`config.mk`:
```
export PLATFORM = sky130hd
export DESIGN_NAME = shell_scheduler
export DESIGN_NICKNAME = d
export VERILOG_FILES = /design/src/rtl/shell_scheduler.sv
export SDC_FILE = /design/constraint.sdc
export NUM_CORES = 1
export LEC_CHECK = 0
export BUFFER_PORTS_ARGS = -buffer_cell sky130_fd_sc_hd__buf_2
export CORE_ASPECT_RATIO = 1.75
export CORE_MARGIN = 5
export CORE_UTILIZATION = 51
export CTS_BUF_LIST = sky130_fd_sc_hd__clkbuf_16
export DETAILED_ROUTE_END_ITERATION = 10
export GPL_TIMING_DRIVEN = 1
export PLACE_DENSITY = 0.83
export REMOVE_ABC_BUFFERS = 1
export SYNTH_ARGS = -nofsm -noshare
export SYNTH_HDL_FRONTEND = slang
export SYNTH_SLANG_ARGS = --single-unit
```
`constraint.sdc`:
```
create_clock -name frame_clk -period 4.3 [get_ports frame_clk]
set_input_delay 0.86 -clock frame_clk [delete_from_list [all_inputs] [get_ports frame_clk]]
set_output_delay 0.86 -clock frame_clk [all_outputs]
set_load 0.05 [all_outputs]
```
`src/rtl/shell_scheduler.sv`:
```
// Shell launch scheduler: edge-detects per-tank fire requests, applies cooldown
// and live-shell caps, arbitrates round-robin onto a shared pool of shell slots.
module shell_scheduler #(
    parameter int NUM_SLOTS    = 4,
    parameter int MAX_PER_TANK = 2,
    parameter int COOLDOWN     = 30,
    parameter int LIFETIME     = 120,
    localparam int SLOT_W      = (NUM_SLOTS > 1) ? $clog2(NUM_SLOTS) : 1
) (
    input  logic                 frame_clk,
    input  logic                 Reset_n,
    input  logic [1:0]           fire_req,
    input  logic [9:0]           tank0_x,
    input  logic [9:0]           tank0_y,
    input  logic [9:0]           tank1_x,
    input  logic [9:0]           tank1_y,
    input  logic [NUM_SLOTS-1:0] shell_done,
    output logic                 spawn_valid,
    output logic [SLOT_W-1:0]    spawn_slot,
    output logic                 spawn_owner,
    output logic [9:0]           spawn_x,
    output logic [9:0]           spawn_y,
    output logic [NUM_SLOTS-1:0] slot_busy,
    output logic [NUM_SLOTS-1:0] slot_owner,
    output logic [1:0]           fire_ready
);

    localparam int CNT_W = $clog2(NUM_SLOTS + 1);
    localparam int CD_W  = $clog2(COOLDOWN + 1);
    localparam int LT_W  = $clog2(LIFETIME + 1);

    typedef enum logic [1:0] {
        READY = 2'd0,
        PEND  = 2'd1,
        COOL  = 2'd2
    } tank_state_e;

    tank_state_e          state_q [2];
    tank_state_e          state_d [2];
    logic [CD_W-1:0]      cool_q  [2];
    logic [CD_W-1:0]      cool_d  [2];
    logic [1:0]           fire_prev_q;
    logic                 rr_q, rr_d;

    logic [NUM_SLOTS-1:0] slot_busy_q, slot_busy_d;
    logic [NUM_SLOTS-1:0] slot_owner_q, slot_owner_d;
    logic [LT_W-1:0]      life_q [NUM_SLOTS];
    logic [LT_W-1:0]      life_d [NUM_SLOTS];

    logic                 spawn_valid_q, spawn_valid_d;
    logic [SLOT_W-1:0]    spawn_slot_q, spawn_slot_d;
    logic                 spawn_owner_q, spawn_owner_d;
    logic [9:0]           spawn_x_q, spawn_x_d;
    logic [9:0]           spawn_y_q, spawn_y_d;
    logic [1:0]           fire_ready_q, fire_ready_d;

    logic [1:0]           evt;
    logic [1:0]           elig;
    logic                 grant;
    logic                 gnt_tank;
    logic                 any_free;
    logic [SLOT_W-1:0]    free_idx;
    logic [CNT_W-1:0]     live_cur [2];

    function automatic logic [CNT_W-1:0] live_count(input logic [NUM_SLOTS-1:0] busy,
                                                    input logic [NUM_SLOTS-1:0] owner,
                                                    input logic             tank);
        logic [CNT_W-1:0] n;
        n = '0;
        for (int unsigned i = 0; i < NUM_SLOTS; i++) begin
            if (busy[i] && (owner[i] == tank)) n = n + CNT_W'(1);
        end
        return n;
    endfunction

    // Lowest-index idle slot, from registered occupancy only.
    always_comb begin
        any_free = 1'b0;
        free_idx = '0;
        for (int unsigned i = 0; i < NUM_SLOTS; i++) begin
            if (!any_free && !slot_busy_q[i]) begin
                any_free = 1'b1;
                free_idx = SLOT_W'(i);
            end
        end
    end

    always_comb begin
        evt = fire_req & ~fire_prev_q;
        for (int unsigned t = 0; t < 2; t++) begin
            live_cur[t] = live_count(slot_busy_q, slot_owner_q, 1'(t));
            elig[t]     = (state_q[t] == PEND) && any_free &&
                          (live_cur[t] < CNT_W'(MAX_PER_TANK));
        end
        grant    = |elig;
        gnt_tank = (&elig) ? rr_q : elig[1];
        rr_d     = grant ? ~gnt_tank : rr_q;
    end

    always_comb begin
        for (int unsigned t = 0; t < 2; t++) begin
            state_d[t] = state_q[t];
            cool_d[t]  = cool_q[t];
            case (state_q[t])
                READY: if (evt[t]) state_d[t] = PEND;
                PEND: begin
                    if (grant && (gnt_tank == 1'(t))) begin
                        state_d[t] = COOL;
                        cool_d[t]  = CD_W'(COOLDOWN);
                    end
                end
                COOL: begin
                    // Counter reaches 0 on the same edge the tank returns to READY.
                    if (cool_q[t] <= CD_W'(1)) begin
                        state_d[t] = READY;
                        cool_d[t]  = '0;
                    end else begin
                        cool_d[t] = cool_q[t] - CD_W'(1);
                    end
                end
                default: begin
                    state_d[t] = READY;
                    cool_d[t]  = '0;
                end
            endcase
        end
    end

    always_comb begin
        slot_busy_d  = slot_busy_q;
        slot_owner_d = slot_owner_q;
        for (int unsigned i = 0; i < NUM_SLOTS; i++) begin
            life_d[i] = life_q[i];
            if (slot_busy_q[i]) begin
                if (shell_done[i] || (life_q[i] == LT_W'(1))) begin
                    slot_busy_d[i] = 1'b0;
                    life_d[i]      = '0;
                end else begin
                    life_d[i] = life_q[i] - LT_W'(1);
                end
            end
            if (grant && (free_idx == SLOT_W'(i))) begin
                slot_busy_d[i]  = 1'b1;
                slot_owner_d[i] = gnt_tank;
                life_d[i]       = LT_W'(LIFETIME);
            end
        end
    end

    always_comb begin
        spawn_valid_d = grant;
        spawn_slot_d  = spawn_slot_q;
        spawn_owner_d = spawn_owner_q;
        spawn_x_d     = spawn_x_q;
        spawn_y_d     = spawn_y_q;
        if (grant) begin
            spawn_slot_d  = free_idx;
            spawn_owner_d = gnt_tank;
            spawn_x_d     = gnt_tank ? tank1_x : tank0_x;
            spawn_y_d     = gnt_tank ? tank1_y : tank0_y;
        end
        // fire_ready reflects the post-edge state so it never lags a transition.
        for (int unsigned t = 0; t < 2; t++) begin
            fire_ready_d[t] = (state_d[t] == READY) &&
                              (live_count(slot_busy_d, slot_owner_d, 1'(t)) < CNT_W'(MAX_PER_TANK));
        end
    end

    always_ff @(posedge frame_clk or negedge Reset_n) begin
        if (!Reset_n) begin
            for (int unsigned t = 0; t < 2; t++) begin
                state_q[t] <= READY;
                cool_q[t]  <= '0;
            end
            for (int unsigned i = 0; i < NUM_SLOTS; i++) begin
                life_q[i] <= '0;
            end
            fire_prev_q   <= '0;
            rr_q          <= 1'b0;
            slot_busy_q   <= '0;
            slot_owner_q  <= '0;
            spawn_valid_q <= 1'b0;
            spawn_slot_q  <= '0;
            spawn_owner_q <= 1'b0;
            spawn_x_q     <= '0;
            spawn_y_q     <= '0;
            fire_ready_q  <= '0;
        end else begin
            for (int unsigned t = 0; t < 2; t++) begin
                state_q[t] <= state_d[t];
                cool_q[t]  <= cool_d[t];
            end
            for (int unsigned i = 0; i < NUM_SLOTS; i++) begin
                life_q[i] <= life_d[i];
            end
            fire_prev_q   <= fire_req;
            rr_q          <= rr_d;
            slot_busy_q   <= slot_busy_d;
            slot_owner_q  <= slot_owner_d;
            spawn_valid_q <= spawn_valid_d;
            spawn_slot_q  <= spawn_slot_d;
            spawn_owner_q <= spawn_owner_d;
            spawn_x_q     <= spawn_x_d;
            spawn_y_q     <= spawn_y_d;
            fire_ready_q  <= fire_ready_d;
        end
    end

    assign spawn_valid = spawn_valid_q;
    assign spawn_slot  = spawn_slot_q;
    assign spawn_owner = spawn_owner_q;
    assign spawn_x     = spawn_x_q;
    assign spawn_y     = spawn_y_q;
    assign slot_busy   = slot_busy_q;
    assign slot_owner  = slot_owner_q;
    assign fire_ready  = fire_ready_q;

endmodule

```
==> reports/summary.txt, run 1 <==
Status: complete, no violations
TNS Setup: 0 ps
Worst Tran Pin Value: 978 ps
Total GRT Usage: 21.2%
Final hold slack: 505 ps
Place WS: -110 ps
Post-route insts no fill: 750
Most frequent cell on the critical path: ha_2
Post-DRT Antenna Nets: 0
Critical path data arrival time: 4480 ps
Max Clk Rate: 237 MHz
Drt first pass iters: 4
# IOs: 82
Dpl hpwl: 8520 um
Area grow syn2layout: 24.2%
Register Area: 1980 sq um
NetSw: 2.24 mW
Vias in the first global route: 4,212
CTS H-tree depth: 3
Pleak: 2.69 nW
Routed vias/inst: 5.92
Slowest cell on the critical path: dfrtp_2
Total wire length: 12,100 um
Number of buffers added on ports: 81
Multi-input logic area: 2670 sq um
Yosys reg bits: 79
Worst skew pair latency: 350 ps
Critical-path maximum fanout: 5
Slowest stage delay, CP: 450 ps
CP Class: flip-flop to flip-flop
Most used DFF post-synth: dfrtp_1
Setup Viol. Count Final: 0
Syn Area/Cell: 8.96 sq um
CTS Buffer Depth: 2
YS warnings: 0
Placed instance count: 717
Worst Hold Class: flip-flop to flip-flop
Overall die area: 11,400 sq um
Final net count: 705
Synth Cell Area: 4720 sq um
Total Power: 4.64 mW
Netlist cell types: 65
Largest net degree at the start of global routing: 80
Remaining DRCs: 0
Maximum vdd drop: 0.000377 V
Comb pwr share: 55.1%
Pins Over Slew Limit: 0
Die Ht: 137 um
Clock power share: 15.5%
Post-synth top cells: dfrtp_1, nor2_1, nand2_1, inv_1, o21ai_0
CTS clk-pin slew, worst paths: 60 ps
P_int: 2.40 mW
Cell Pwr Density: 791 nW/um^2
Final period util: 98.3%
Final Skew: 10.9 ps
Area leader, netlist: dfrtp_1
Post-synthesis sequential area ratio: 41.9%
CP required: 4550 ps
Most frequent cell after synthesis: dfrtp_1
Antenna diodes: 0
Async S/R FF share, synth: 100%
PnR worst setup slack: 73.8 ps
Setup crit end kind: flip-flop
Num rows: 46
Sequential share of power: 29.4%
Fin crit period: 4230 ps
Routed via count: 4,437
Routability-driven placement congestion ratio: 0.861
Core footprint: 9090 sq um
Synth top area cells: dfrtp_1, ha_1, nor2_1, o22ai_1, o21ai_0
Sink Count: 79
Worst Setup Start Kind: flip-flop
Congestion Overflow GR: 0
Sw Ratio: 48.2%
Initial antenna violation count: 0
Die Span X: 82.7 um
Fillers: 684
Crit-path cells: nor2_4 -> inv_2 -> ha_2 -> or3b_4 -> nand2_4 -> ha_4 -> nor4bb_2 -> a32o_2 -> nand2_2 -> buf_6 -> a211o_4 -> o22a_1 -> ha_2 -> o21bai_4 -> o21ai_1 -> ha_2 -> nor2_1 -> a221oi_2 -> nand4_1 -> a211oi_2
1st-iter DRT viols: 296
Max-cap violations: 0
Initial Util: 51.9%
Rel. slew slack: 34.8%
EDFF count, synth: 0
Clock tree root buffer cell: clkbuf_16
Cells after Synth: 527
Global-route wire length before repair: 18,800 um
Final hold violation count: 0
Synth top area share: 41.9%
Post-DR wirelength/cell: 16.1 um
Num CTS Buffers: 9
CTS tree: yes
Layout cells sized above 1: 28.4%
[per-layer routing]
| metal | vias to the layer above | track usage [%] | wire (um) |
|---|---|---|---|
| met5 | - | 0 | 0 |
| li1 | 2082 | - | - |
| met4 | 0 | 10.2 | 384 |
| met3 | 36 | 4.97 | 841 |
| met1 | 2137 | 23.3 | 4590 |
| met2 | 182 | 37.5 | 6270 |
[through the flow]
stage	instance area [sq um]	util, %
final	5870	64.5
after global routing	5870	64.5
after CTS	5600	61.6
after detailed placement	5260	57.9
after global placement	5260	57.9
after floorplan	4610	-
[layout make-up]
| cell class | instances | share of cell area [%] |
|---|---|---|
| clock buffer | 9 | 3.84 |
| sequential | 79 | 33.8 |
| timing repair buffer | 111 | 11.0 |
| clock inverter | 7 | 1.00 |
| inverter | 37 | 2.37 |
| multi-input combinational | 387 | 45.5 |
| tap | 120 | 2.56 |
[worst max-delay path: cells and delay by family, from the launching register on]
| kind | cells | cell delay, ps |
|---|---|---|
| AOI/OAI and AO/OA | 7 | 1510 |
| buffers and inverters | 2 | 180 |
| adders and majority gates | 4 | 760 |
| and+or+nand+nor | 7 | 1240 |
| DFF | 1 | 450 |
[repair_timing]
| action | CTS | global route |
|---|---|---|
| setup endpoints to repair | 2 | 2 |
| pin swaps | 4 | 23 |
| setup buffers | 5 | 12 |
| resized for setup | 8 | 43 |
| hold buffers | 0 | 0 |
[path summary, 6_finish.rpt]
check,start,endpoint,slack [ps],cells past startpoint
min,spawn_y[8]$_DFFE_PN0P_,spawn_y[8]$_DFFE_PN0P_,500,2
max in group asynchronous,Reset_n,slot_owner[0]$_DFF_PN0_,2920,1
max,slot_owner[0]$_DFF_PN0_,fire_ready[0]$_DFF_PN0_,70,20
max reg2reg,slot_owner[0]$_DFF_PN0_,fire_ready[0]$_DFF_PN0_,70,20
min reg2reg,spawn_y[8]$_DFFE_PN0P_,spawn_y[8]$_DFFE_PN0P_,500,2
min in group asynchronous,Reset_n,life_q[8]$_DFFE_PN0P_,660,1
[cell families (layout without fill, tap and decap cells)]
group | count (synthesis) | after routing | synth area share, %
xor gates and xnor gates | 17 | 17 | 3.15
muxes | 1 | 1 | 0.212
adders and majority gates | 32 | 32 | 8.48
DFF | 79 | 79 | 41.9
and+or+nand+nor | 189 | 189 | 19.5
buffers and inverters | 61 | 164 | 5.40
AOI/OAI and AO/OA | 148 | 148 | 21.4
[registers in the layout, summed over array words and instances (netlist names)]
name         count
spawn_slot       2
slot_owner       4
spawn_valid      1
rr_q             1
cool_q          10
state_q          4
spawn_owner      1
spawn_x         10
slot_busy        4
life_q          28
spawn_y         10
fire_ready       2
fire_prev_q      2
[power groups by stage]
stage	registers, mW	logic, mW	clock network (mW)
after floorplan	1.81	1.24	0
after global placement	1.34	2.25	0
after detailed placement	1.36	2.33	0
after CTS	1.35	2.38	0.734
after global routing	1.41	2.80	0.769
final	1.36	2.56	0.718
[placed cells by master, fill, tap and decap left out, types with 13 or more instances in the layout]
cell	instances
buf_2	80
dfrtp_1	76
nor2_1	71
nand2_1	41
inv_1	33
o21ai_0	30
o22ai_1	29
buf_4	28
ha_1	24
a21oi_1	20
nor3_1	13
Note: power is estimated with default switching activity, not from simulation.
==> run 2: changes to the inputs <==
==> constraint.sdc (replaced) <==
create_clock -name frame_clk -period 3.4 [get_ports frame_clk]
set_input_delay 0.68 -clock frame_clk [delete_from_list [all_inputs] [get_ports frame_clk]]
set_output_delay 0.68 -clock frame_clk [all_outputs]
set_load 0.05 [all_outputs]
==> run 2 against run 1 <==
- the flow now finishes with violations (negative setup slack)
- worst hold slack got worse by 38 ps
- flip-flop and latch count did not move
- die area did not move
- register-to-register slack got worse by 700 ps
- sequential power rose by 26%
- non-clock buffer count rose by 33
- setup slack got worse by 700 ps
- final area rose by 6.6%
- global-route usage rose by 2.8 points
- count of clock-buffer cells in the layout did not move
- fmax rose by 5.0%
- critical path type unchanged
==> reports/summary.txt, run 2 (synthesized netlist as in run 1, its figures left out) <==
Die Span X: 82.7 um (unchanged)
Sequential share of power: 27.3% (was 29.4%)
Setup Viol. Count Final: 2 (was 0)
Failing checks: negative setup slack
Maximum vdd drop: 0.000497 V (was 0.000377 V)
Comb pwr share: 58.1% (was 55.1%)
CP Class: flip-flop to flip-flop (unchanged)
Num rows: 46 (unchanged)
Biggest register: life_q (unchanged)
Post-DR wirelength/cell: 17.8 um (was 16.1 um)
Fin crit period: 4030 ps (was 4230 ps)
Max Clk Rate: 248 MHz (was 237 MHz)
Status: finished with violations (was complete, no violations)
Pins Over Slew Limit: 0 (unchanged)
Post-route insts no fill: 783 (was 750)
Area grow syn2layout: 32.4% (was 24.2%)
Final period util: 118% (was 98.3%)
Critical-path maximum fanout: 3 (was 5)
Util after Layout: 68.8% (was 64.5%)
Routability-driven placement congestion ratio: 0.893 (was 0.861)
Final Skew: 7.38 ps (was 10.9 ps)
Vias in the first global route: 4,668 (was 4,212)
Critical path data arrival time: 4280 ps (was 4480 ps)
Commonest non-fill, non-tap cell in the layout: buf_2 (unchanged)
Cell family with most CP delay: simple AND/OR/NAND/NOR gates (was compound AO/OA/AOI/OAI gates)
Num CTS Buffers: 9 (unchanged)
Drt first pass iters: 5 (was 4)
Overall die area: 11,400 sq um (unchanged)
Pleak: 2.89 nW (was 2.69 nW)
Cell Pwr Density: 1000 nW/um^2 (was 791 nW/um^2)
Sw Ratio: 48.1% (was 48.2%)
Die Ht: 137 um (unchanged)
Total wire length: 13,900 um (was 12,100 um)
Global-route wire length before repair: 21,000 um (was 18,800 um)
Crit-path cells: nand2b_4 -> ha_2 -> or3b_4 -> nand2_4 -> ha_4 -> a21bo_4 -> a32o_2 -> buf_4 -> buf_4 -> nand3_4 -> nand2_4 -> or3_4 -> o21ai_2 -> ha_4 -> buf_6 -> xnor2_2 -> ha_2 -> xor2_1 -> nand3b_1 -> a211oi_2 (was nor2_4 -> inv_2 -> ha_2 -> or3b_4 -> nand2_4 -> ha_4 -> nor4bb_2 -> a32o_2 -> nand2_2 -> buf_6 -> a211o_4 -> o22a_1 -> ha_2 -> o21bai_4 -> o21ai_1 -> ha_2 -> nor2_1 -> a221oi_2 -> nand4_1 -> a211oi_2)
Final net count: 738 (was 705)
Congestion Overflow GR: 0 (unchanged)
Worst Hold Class: input port to flip-flop (was flip-flop to flip-flop)
CTS clk-pin slew, worst paths: 60 ps (about the same)
CTS tree: yes (unchanged)
Initial Util: 51.9% (unchanged)
Placed instance count: 753 (was 717)
Antenna diodes: 0 (unchanged)
Commonest cells after routing, fill and taps aside: buf_2, dfrtp_1, nor2_1 (unchanged)
Clock power share: 14.6% (was 15.5%)
1st-iter DRT viols: 345 (was 296)
Number of buffers added on ports: 81 (unchanged)
Total GRT Usage: 24.0% (was 21.2%)
CTS Buffer Depth: 2 (unchanged)
RSZ-0062 raised after global routing: true
PnR worst setup slack: -625 ps (was 73.8 ps)
Dpl hpwl: 9240 um (was 8520 um)
CTS H-tree depth: 3 (unchanged)
Buffers & Inverters on Critical Path: 3 (was 2)
Slowest stage delay, CP: 400 ps (was 450 ps)
Sink Count: 79 (unchanged)
Layout cells sized above 1: 33.3% (was 28.4%)
Initial antenna violation count: 0 (unchanged)
Rel. slew slack: 33.5% (was 34.8%)
Clock tree root buffer cell: clkbuf_16 (unchanged)
Post-DRT Antenna Nets: 0 (unchanged)
CP required: 3660 ps (was 4550 ps)
Remaining DRCs: 0 (unchanged)
Largest net degree at the start of global routing: 80 (unchanged)
Final hold violation count: 0 (unchanged)
Final hold slack: 467 ps (was 505 ps)
P_int: 3.25 mW (was 2.40 mW)
Worst skew pair latency: 340 ps (was 350 ps)
Core footprint: 9090 sq um (unchanged)
Worst Setup Start Kind: flip-flop (unchanged)
NetSw: 3.01 mW (was 2.24 mW)
Place WS: -934 ps (was -110 ps)
# IOs: 82 (unchanged)
Worst Tran Pin Value: 997 ps (was 978 ps)
Setup crit end kind: flip-flop (unchanged)
Max-cap violations: 0 (unchanged)
Routed via count: 4,618 (was 4,437)
Routed vias/inst: 5.90 (was 5.92)
Slowest cell on the critical path: dfrtp_1 (was dfrtp_2)
Max FFs per register: 28 (unchanged)
-- run 2: changes by cell type in the layout (fill, tap and decap cells not counted), moves of 3 or more --
cell / before / now
buf_4: 28 / 58
dfrtp_1: 76 / 79
dfrtp_2: 3 / 0
ha_1: 24 / 21
nand2_2: 4 / 1
xnor2_1: 11 / 8
xnor2_2: 1 / 4
-- run 2: area by class of cell --
| class | count | area (sq um) |
|---|---|---|
| repair buffers | 144 | 921 |
| clock buffers | 9 | 225 |
| inverters | 37 | 139 |
| well taps | 120 | 150 |
| multi-input cells | 387 | 2790 |
| clock inverters | 7 | 57.6 |
| flip-flops and latches | 79 | 1980 |
| fillers | 690 | 2840 |
-- run 2: per-layer routing --
metal	GRT usage [%]	routed length (um)	share of wire [%]	up-vias
li1	-	-	-	2138
met1	24.5	5170	37	2248
met2	44.2	7320	53	184
met3	4.52	827	5.9	48
met4	13.5	605	4.3	0
met5	0	0	0	-
-- run 2: what timing repair did --
item	CTS	global route
gates cloned	0	0
hold endpoints to repair	0	0
endpoints found under the setup margin	20	9
resized for setup	47	23
setup buffers	7	8
hold buffers	0	0
pin swaps	24	23
-- run 2: worst paths after layout --
check / cells after the start / start / endpoint / slack (ps)
min in group asynchronous: 1 / Reset_n / life_q[4]$_DFFE_PN0P_ / 490
max: 20 / slot_owner[1]$_DFF_PN0_ / fire_ready[1]$_DFF_PN0_ / -630
min: 1 / fire_req[1] / fire_prev_q[1]$_DFF_PN0_ / 470
max reg2reg: 20 / slot_owner[1]$_DFF_PN0_ / fire_ready[1]$_DFF_PN0_ / -630
max in group asynchronous: 1 / Reset_n / slot_busy[1]$_DFF_PN0_ / 2260
min reg2reg: 2 / spawn_y[8]$_DFFE_PN0P_ / spawn_y[8]$_DFFE_PN0P_ / 510
-- run 2: per-stage QoR --
stage / power (mW) / instance area [sq um] / setup TNS (ps)
detailed placement: 4.89 / 5550 / -2450
global route: 6.67 / 6250 / -1480
CTS: 6.06 / 6110 / -1220
floorplan: 3.87 / 4610 / -18790
finish: 6.26 / 6250 / -1190
global placement: 4.72 / 5550 / -1010
-- run 2: power by group through the flow --
stage          Sequential, mW  Clock (mW)  Combinational, mW
3_3_place_gp             1.68           0               3.04
2_1_floorplan            2.30           0               1.57
3_5_place_dp             1.71           0               3.18
4_1_cts                  1.70       0.927               3.43
6_report                 1.71       0.917               3.64
5_1_grt                  1.76       0.966               3.95
